## config.mk

```make
export PLATFORM = sky130hd
export DESIGN_NAME = t_ff_bank
export DESIGN_NICKNAME = d
export VERILOG_FILES = /design/src/rtl/t_ff_pkg.sv /design/src/rtl/t_ff_cell.sv /design/src/rtl/t_ff_bank.sv
export SDC_FILE = /design/constraint.sdc
export NUM_CORES = 1
export LEC_CHECK = 0
export CAP_MARGIN = 25
export CORE_AREA = 2 2 39 41
export CTS_BUF_LIST = sky130_fd_sc_hd__clkbuf_4
export DETAILED_ROUTE_END_ITERATION = 10
export DIE_AREA = 0 0 41 43
export PLACE_DENSITY = 0.75
export SLEW_MARGIN = 20
export SYNTH_ARGS = -nofsm -noshare
export SYNTH_HDL_FRONTEND = slang
export SYNTH_SLANG_ARGS = --single-unit
```

## constraint.sdc

```tcl
create_clock -name clk -period 1.8 [get_ports clk]
set_input_delay 0.27 -clock clk [delete_from_list [all_inputs] [get_ports clk]]
set_output_delay 0.27 -clock clk [all_outputs]
set_load 0.02 [all_outputs]
```

## src/rtl/t_ff_pkg.sv

```systemverilog
// Shared types for the T flip-flop bank: operating modes and counter width.
package t_ff_pkg;

   typedef enum logic [1:0] {
      TOGGLE     = 2'd0,
      COUNT_UP   = 2'd1,
      COUNT_DOWN = 2'd2,
      HOLD       = 2'd3
   } t_ff_mode_e;

   localparam int TOGGLE_CNT_W = 16;

endpackage

```

## src/rtl/t_ff_cell.sv

```systemverilog
// Single T flip-flop with synchronous active-low reset and parallel load.
module t_ff_cell (
   input  logic clk,
   input  logic reset,
   input  logic rst_val,
   input  logic load,
   input  logic load_val,
   input  logic t,
   output logic q
);

   always_ff @(posedge clk) begin
      if (!reset)    q <= rst_val;
      else if (load) q <= load_val;
      else           q <= q ^ t;
   end

endmodule

```

## src/rtl/t_ff_bank.sv

```systemverilog
// WIDTH-channel T-FF bank: independent toggles or up/down ripple-style counter.
// Optional 16-bit saturating toggle-event counter under T_FF_TOGGLE_CNT_EN.
module t_ff_bank
   import t_ff_pkg::*;
#(
   parameter int               WIDTH     = 4,
   parameter logic [WIDTH-1:0] RESET_VAL = '0
) (
   input  logic             clk,
   input  logic             reset,
   input  logic             en,
   input  t_ff_mode_e       mode,
   input  logic [WIDTH-1:0] t,
   input  logic             load,
   input  logic [WIDTH-1:0] load_val,
   output logic [WIDTH-1:0] q,
   output logic             tc,
   output logic [WIDTH-1:0] toggled
`ifdef T_FF_TOGGLE_CNT_EN
   ,
   output logic [TOGGLE_CNT_W-1:0] toggle_cnt
`endif
);

   logic [WIDTH-1:0] w_t_up;
   logic [WIDTH-1:0] w_t_dn;
   logic [WIDTH-1:0] w_t_vec;
   logic [WIDTH-1:0] w_t_gate;
   logic [WIDTH-1:0] w_toggled_next;
   logic             w_all1;
   logic             w_all0;
   logic [WIDTH-1:0] r_toggled;

   // Running AND of lower bits: channel i toggles when everything below is saturated.
   always_comb begin
      w_all1 = 1'b1;
      w_all0 = 1'b1;
      w_t_up = '0;
      w_t_dn = '0;
      for (int i = 0; i < WIDTH; i++) begin
         w_t_up[i] = w_all1;
         w_t_dn[i] = w_all0;
         w_all1    = w_all1 & q[i];
         w_all0    = w_all0 & ~q[i];
      end
   end

   always_comb begin
      w_t_vec = '0;
      case (mode)
         TOGGLE:     w_t_vec = t;
         COUNT_UP:   w_t_vec = w_t_up;
         COUNT_DOWN: w_t_vec = w_t_dn;
         default:    w_t_vec = '0;
      endcase
   end

   assign w_t_gate       = en ? w_t_vec : '0;
   assign w_toggled_next = load ? (q ^ load_val) : w_t_gate;

   assign tc = en & (((mode == COUNT_UP)   & w_all1) |
                     ((mode == COUNT_DOWN) & w_all0));

   for (genvar i = 0; i < WIDTH; i++) begin : g_cell
      t_ff_cell u_cell (
         .clk      (clk),
         .reset    (reset),
         .rst_val  (RESET_VAL[i]),
         .load     (load),
         .load_val (load_val[i]),
         .t        (w_t_gate[i]),
         .q        (q[i])
      );
   end

   always_ff @(posedge clk) begin
      if (!reset) r_toggled <= '0;
      else        r_toggled <= w_toggled_next;
   end

   assign toggled = r_toggled;

`ifdef T_FF_TOGGLE_CNT_EN
   logic [TOGGLE_CNT_W-1:0] r_toggle_cnt;

   always_ff @(posedge clk) begin
      if (!reset)
         r_toggle_cnt <= '0;
      else if ((w_toggled_next != '0) && (r_toggle_cnt != {TOGGLE_CNT_W{1'b1}}))
         r_toggle_cnt <= r_toggle_cnt + 1'b1;
   end

   assign toggle_cnt = r_toggle_cnt;
`endif

endmodule

```

==> results of run 1 <==
-- report_power, final --
part	switching [mW]	internal [mW]
Clock	0.0626	0.0764
Combinational	0.0806	0.108
Sequential	0.00896	0.192
-- registers in the layout (all words and copies together) (netlist names) --
name	flops
g_cell.u_cell.q	4
toggled	4
-- synth_stat cells (all sizes together) (2+ instances only) --
| cell | instances | area, µm² |
|---|---|---|
| xnor2 | 6 | 52.6 |
| o211a | 4 | 40.0 |
| dfxtp | 8 | 160 |
| inv | 3 | 11.3 |
| buf | 5 | 41.3 |
| a21oi | 6 | 30.0 |
| mux2i | 2 | 20.0 |
| nand2 | 5 | 18.8 |
| o21ai | 4 | 20.0 |
| xor2 | 2 | 17.5 |
| nor2 | 3 | 11.3 |
| nand2b | 2 | 12.5 |
| ha | 4 | 50.1 |
-- logic make-up after synthesis --
group / count (synthesis) / share of synthesized area [%]
AO/OA/AOI/OAI: 16 / 21.7
XOR/XNOR: 8 / 12.6
adder cells (fa/ha/maj): 4 / 9.03
buffers and inverters: 9 / 10.2
flip-flops: 8 / 28.9
multiplexers: 2 / 3.61
AND/OR/NAND/NOR: 14 / 14.0
-- per-layer routing --
metal	part of all wire (%)	track usage (%)
met5	0	0
met2	55	26.3
met4	1.9	13.3
met1	39	19.6
met3	4.3	3.66
-- repair_timing --
item | CTS | global route
hold endpoints to repair | 0 | 0
setup buffers | 4 | 1
cloned | 0 | 0
setup endpoints to repair | 1 | 1
gates resized for setup | 12 | 2
pin swaps | 2 | 2
-- through the flow --
stage	std cells	total power, mW	TNS, ps	utilization (%)
floorplan	61	0.306	0	-
global placement	104	0.384	-1480	60.1
detailed placement	104	0.387	-1840	60.1
CTS	111	0.533	0	63.8
global route	112	0.559	-20.4	64.1
finish	112	0.529	0	64.1
-- worst max path at each step --
stage	start	end	slack, ps
6_report	g_cell[0].u_cell.q	tc	30
5_1_grt	g_cell[0].u_cell.q	tc	-20
3_3_place_gp	mode[0]	tc	-700
3_5_place_dp	mode[1]	tc	-720
2_1_floorplan	mode[0]	tc	210
4_1_cts	g_cell[0].u_cell.q	tc	4
-- layout make-up --
class	instances	area [µm²]	area share [%]
multi-input combinational	44	340	38.4
sequential	8	161	18.2
inverter	3	11.3	1.27
tap	16	20.0	2.26
timing repair buffer	38	332	37.4
clock buffer	3	22.5	2.54
-- worst max-delay path: cells and delay by family, from the launching register on --
kind | cells | cell delay (ps)
and+or+nand+nor | 2 | 680
buffers and inverters | 1 | 120
muxes | 1 | 120
DFF | 1 | 340
==> impl_metrics.xml, run 1 <==
<?xml version="1.0" encoding="UTF-8"?>
<metrics>
  <group name="sta">
    <metric name="final_max_slew_viol_count" unit="">0</metric>
    <metric name="finalClockSkew" unit="ps">4.12</metric>
    <metric name="holdWs" unit="ps">636</metric>
    <metric name="worst_slack" unit="ps">25.0</metric>
    <metric name="fmax" unit="GHz">0.563</metric>
    <metric name="finalCriticalPeriod" unit="ps">1770</metric>
    <metric name="finalSetupViolCount" unit="">0</metric>
    <metric name="grt_setup_unrepaired" unit="">yes</metric>
    <metric name="timing_hold_violations_final" unit="">0</metric>
    <metric name="final_min_period_over_clock_period" unit="%">98.6</metric>
    <metric name="timing.slew.headroom" unit="%">82.1</metric>
    <metric name="worst-slew-pin-transition" unit="ps">267</metric>
  </group>
  <group name="synthesis">
    <metric name="ys.flop_type" unit="">dfxtp_1</metric>
    <metric name="proportion_of_register_bits_with_asynchronous_set_or_reset_after_synthesis" unit="%">0</metric>
    <metric name="synth.ff_latch_count" unit="">8</metric>
    <metric name="synth_edf_count" unit="">0</metric>
    <metric name="syn-cell-area" unit="µm²">554</metric>
    <metric name="postSynthAreaPerCell" unit="µm²">9.09</metric>
    <metric name="synth_cells" unit="">61</metric>
    <metric name="synth.lib_cells_used.distinct" unit="">21</metric>
    <metric name="seq_total_area_yosys" unit="%">28.9</metric>
    <metric name="yosys_warnings" unit="">0</metric>
    <metric name="net_count_of_the_mapped_netlist" unit="">79</metric>
  </group>
  <group name="cells_and_area">
    <metric name="mostFrequentLayoutCells" unit="">19 x clkdlybuf4s50_1, 16 x buf_4, 7 x dfxtp_1</metric>
    <metric name="layout.filler_cells" unit="">130</metric>
    <metric name="drive_above_1_share" unit="%">28.1</metric>
    <metric name="area_growth" unit="%">60.0</metric>
    <metric name="most_common_cell_after_layout_fill_and_taps_aside" unit="">clkdlybuf4s50_1</metric>
    <metric name="antennaDiodeCount" unit="">0</metric>
    <metric name="layout.nets" unit="">116</metric>
    <metric name="finalInstanceArea" unit="µm²">887</metric>
  </group>
  <group name="detailed_routing">
    <metric name="detailedRoute.firstPassIterationCount" unit="">2</metric>
    <metric name="drt_wl_total" unit="µm">1290</metric>
    <metric name="routed_wire_length_per_instance" unit="µm">11.5</metric>
    <metric name="route.vias.total" unit="">545</metric>
    <metric name="first_iteration_detailed_routing_drc_count" unit="">5</metric>
    <metric name="routed_vias_inst" unit="">4.87</metric>
    <metric name="post-route-drc-count" unit="">0</metric>
    <metric name="detail-route-antenna-nets" unit="">0</metric>
  </group>
  <group name="floorplan">
    <metric name="die_x" unit="µm">41</metric>
    <metric name="fp-row-count" unit="">14</metric>
    <metric name="chipHeight" unit="µm">43</metric>
    <metric name="initial_core_utilization" unit="%">40.1</metric>
    <metric name="core-area" unit="µm²">1380</metric>
    <metric name="floorplan.die_area" unit="µm²">1760</metric>
    <metric name="boundaryPins" unit="">23</metric>
  </group>
  <group name="worst_setup_path">
    <metric name="ff2ff_setup_slack" unit="ps">290</metric>
    <metric name="rr_startpoint" unit="">g_cell[0].u_cell.q</metric>
    <metric name="critical_path.reg2reg.endpoint" unit="">g_cell[3].u_cell.q</metric>
    <metric name="worstPathCellList" unit="">or4b_4 -&gt; mux2i_1 -&gt; and2_1 -&gt; buf_6</metric>
    <metric name="setup.worst_path.start_class" unit="">flip-flop</metric>
    <metric name="end_kind" unit="">primary output</metric>
    <metric name="setup.worst_path.class" unit="">reg2out</metric>
    <metric name="required_time_worst_endpoint" unit="ps">1530</metric>
    <metric name="worstPathArrival" unit="ps">1500</metric>
    <metric name="crit_slowest_cell" unit="">or4b_4</metric>
    <metric name="timing.critical_path.fanout_max" unit="">4</metric>
    <metric name="cp_slowest_stage_delay" unit="ps">520</metric>
    <metric name="r2r.worst_path.cells" unit="">5</metric>
  </group>
  <group name="global_route">
    <metric name="largest_net_degree_at_the_start_of_global_routing" unit="">10</metric>
    <metric name="grt_pass1_wl" unit="µm">2060</metric>
    <metric name="grtUsageTotal" unit="%">17.3</metric>
    <metric name="initial_antenna_violation_count" unit="">0</metric>
    <metric name="grt_pass1_vias" unit="">511</metric>
    <metric name="global_route.overflow_total" unit="">0</metric>
  </group>
  <group name="placed_design">
    <metric name="placed_cell_area" unit="µm²">832</metric>
    <metric name="hpwlAfterDp" unit="µm">989</metric>
    <metric name="gp_congestion" unit="">0.830</metric>
    <metric name="place_worst_setup_slack" unit="ps">-718</metric>
    <metric name="io_buffer_count" unit="">22</metric>
  </group>
  <group name="clock_tree">
    <metric name="post_cts_hold_buffer_count" unit="">0</metric>
    <metric name="cts.sinks" unit="">8</metric>
    <metric name="cts.clk_slew.worst_paths" unit="ps">60</metric>
    <metric name="cts.root.buffer_cell" unit="">clkbuf_4</metric>
    <metric name="insertion_delay" unit="ps">250</metric>
    <metric name="cts-htree-levels" unit="">1</metric>
    <metric name="clock_tree_from_tritoncts" unit="">yes</metric>
    <metric name="cts_made_buffers" unit="">3</metric>
    <metric name="clk_path_buf_depth" unit="">2</metric>
  </group>
  <group name="run">
    <metric name="maxCapViolCount" unit="">0</metric>
  </group>
  <group name="hold_path">
    <metric name="hold-path-cell-count" unit="">2</metric>
    <metric name="hold_end" unit="">g_cell[3].u_cell.q</metric>
    <metric name="worst_hold_path_type" unit="">reg2reg</metric>
    <metric name="worstHoldStart" unit="">g_cell[3].u_cell.q</metric>
  </group>
  <group name="power_and_ir_drop">
    <metric name="cell_pwr_density" unit="nW/µm²">596</metric>
    <metric name="peak_supply_drop" unit="V">0.000351</metric>
    <metric name="power.static_leakage" unit="nW">0.409</metric>
  </group>
  <group name="run_status">
    <metric name="outcome" unit="">complete, no violations</metric>
  </group>
</metrics>
Note: power is estimated with default switching activity, not from simulation.
==> run 2, diff against run 1 <==
Settings changed: GPL_ROUTABILITY_DRIVEN from default to 0.
==> results of run 2 <==
Final layout, timing and power as in run 1 (identical DEF).
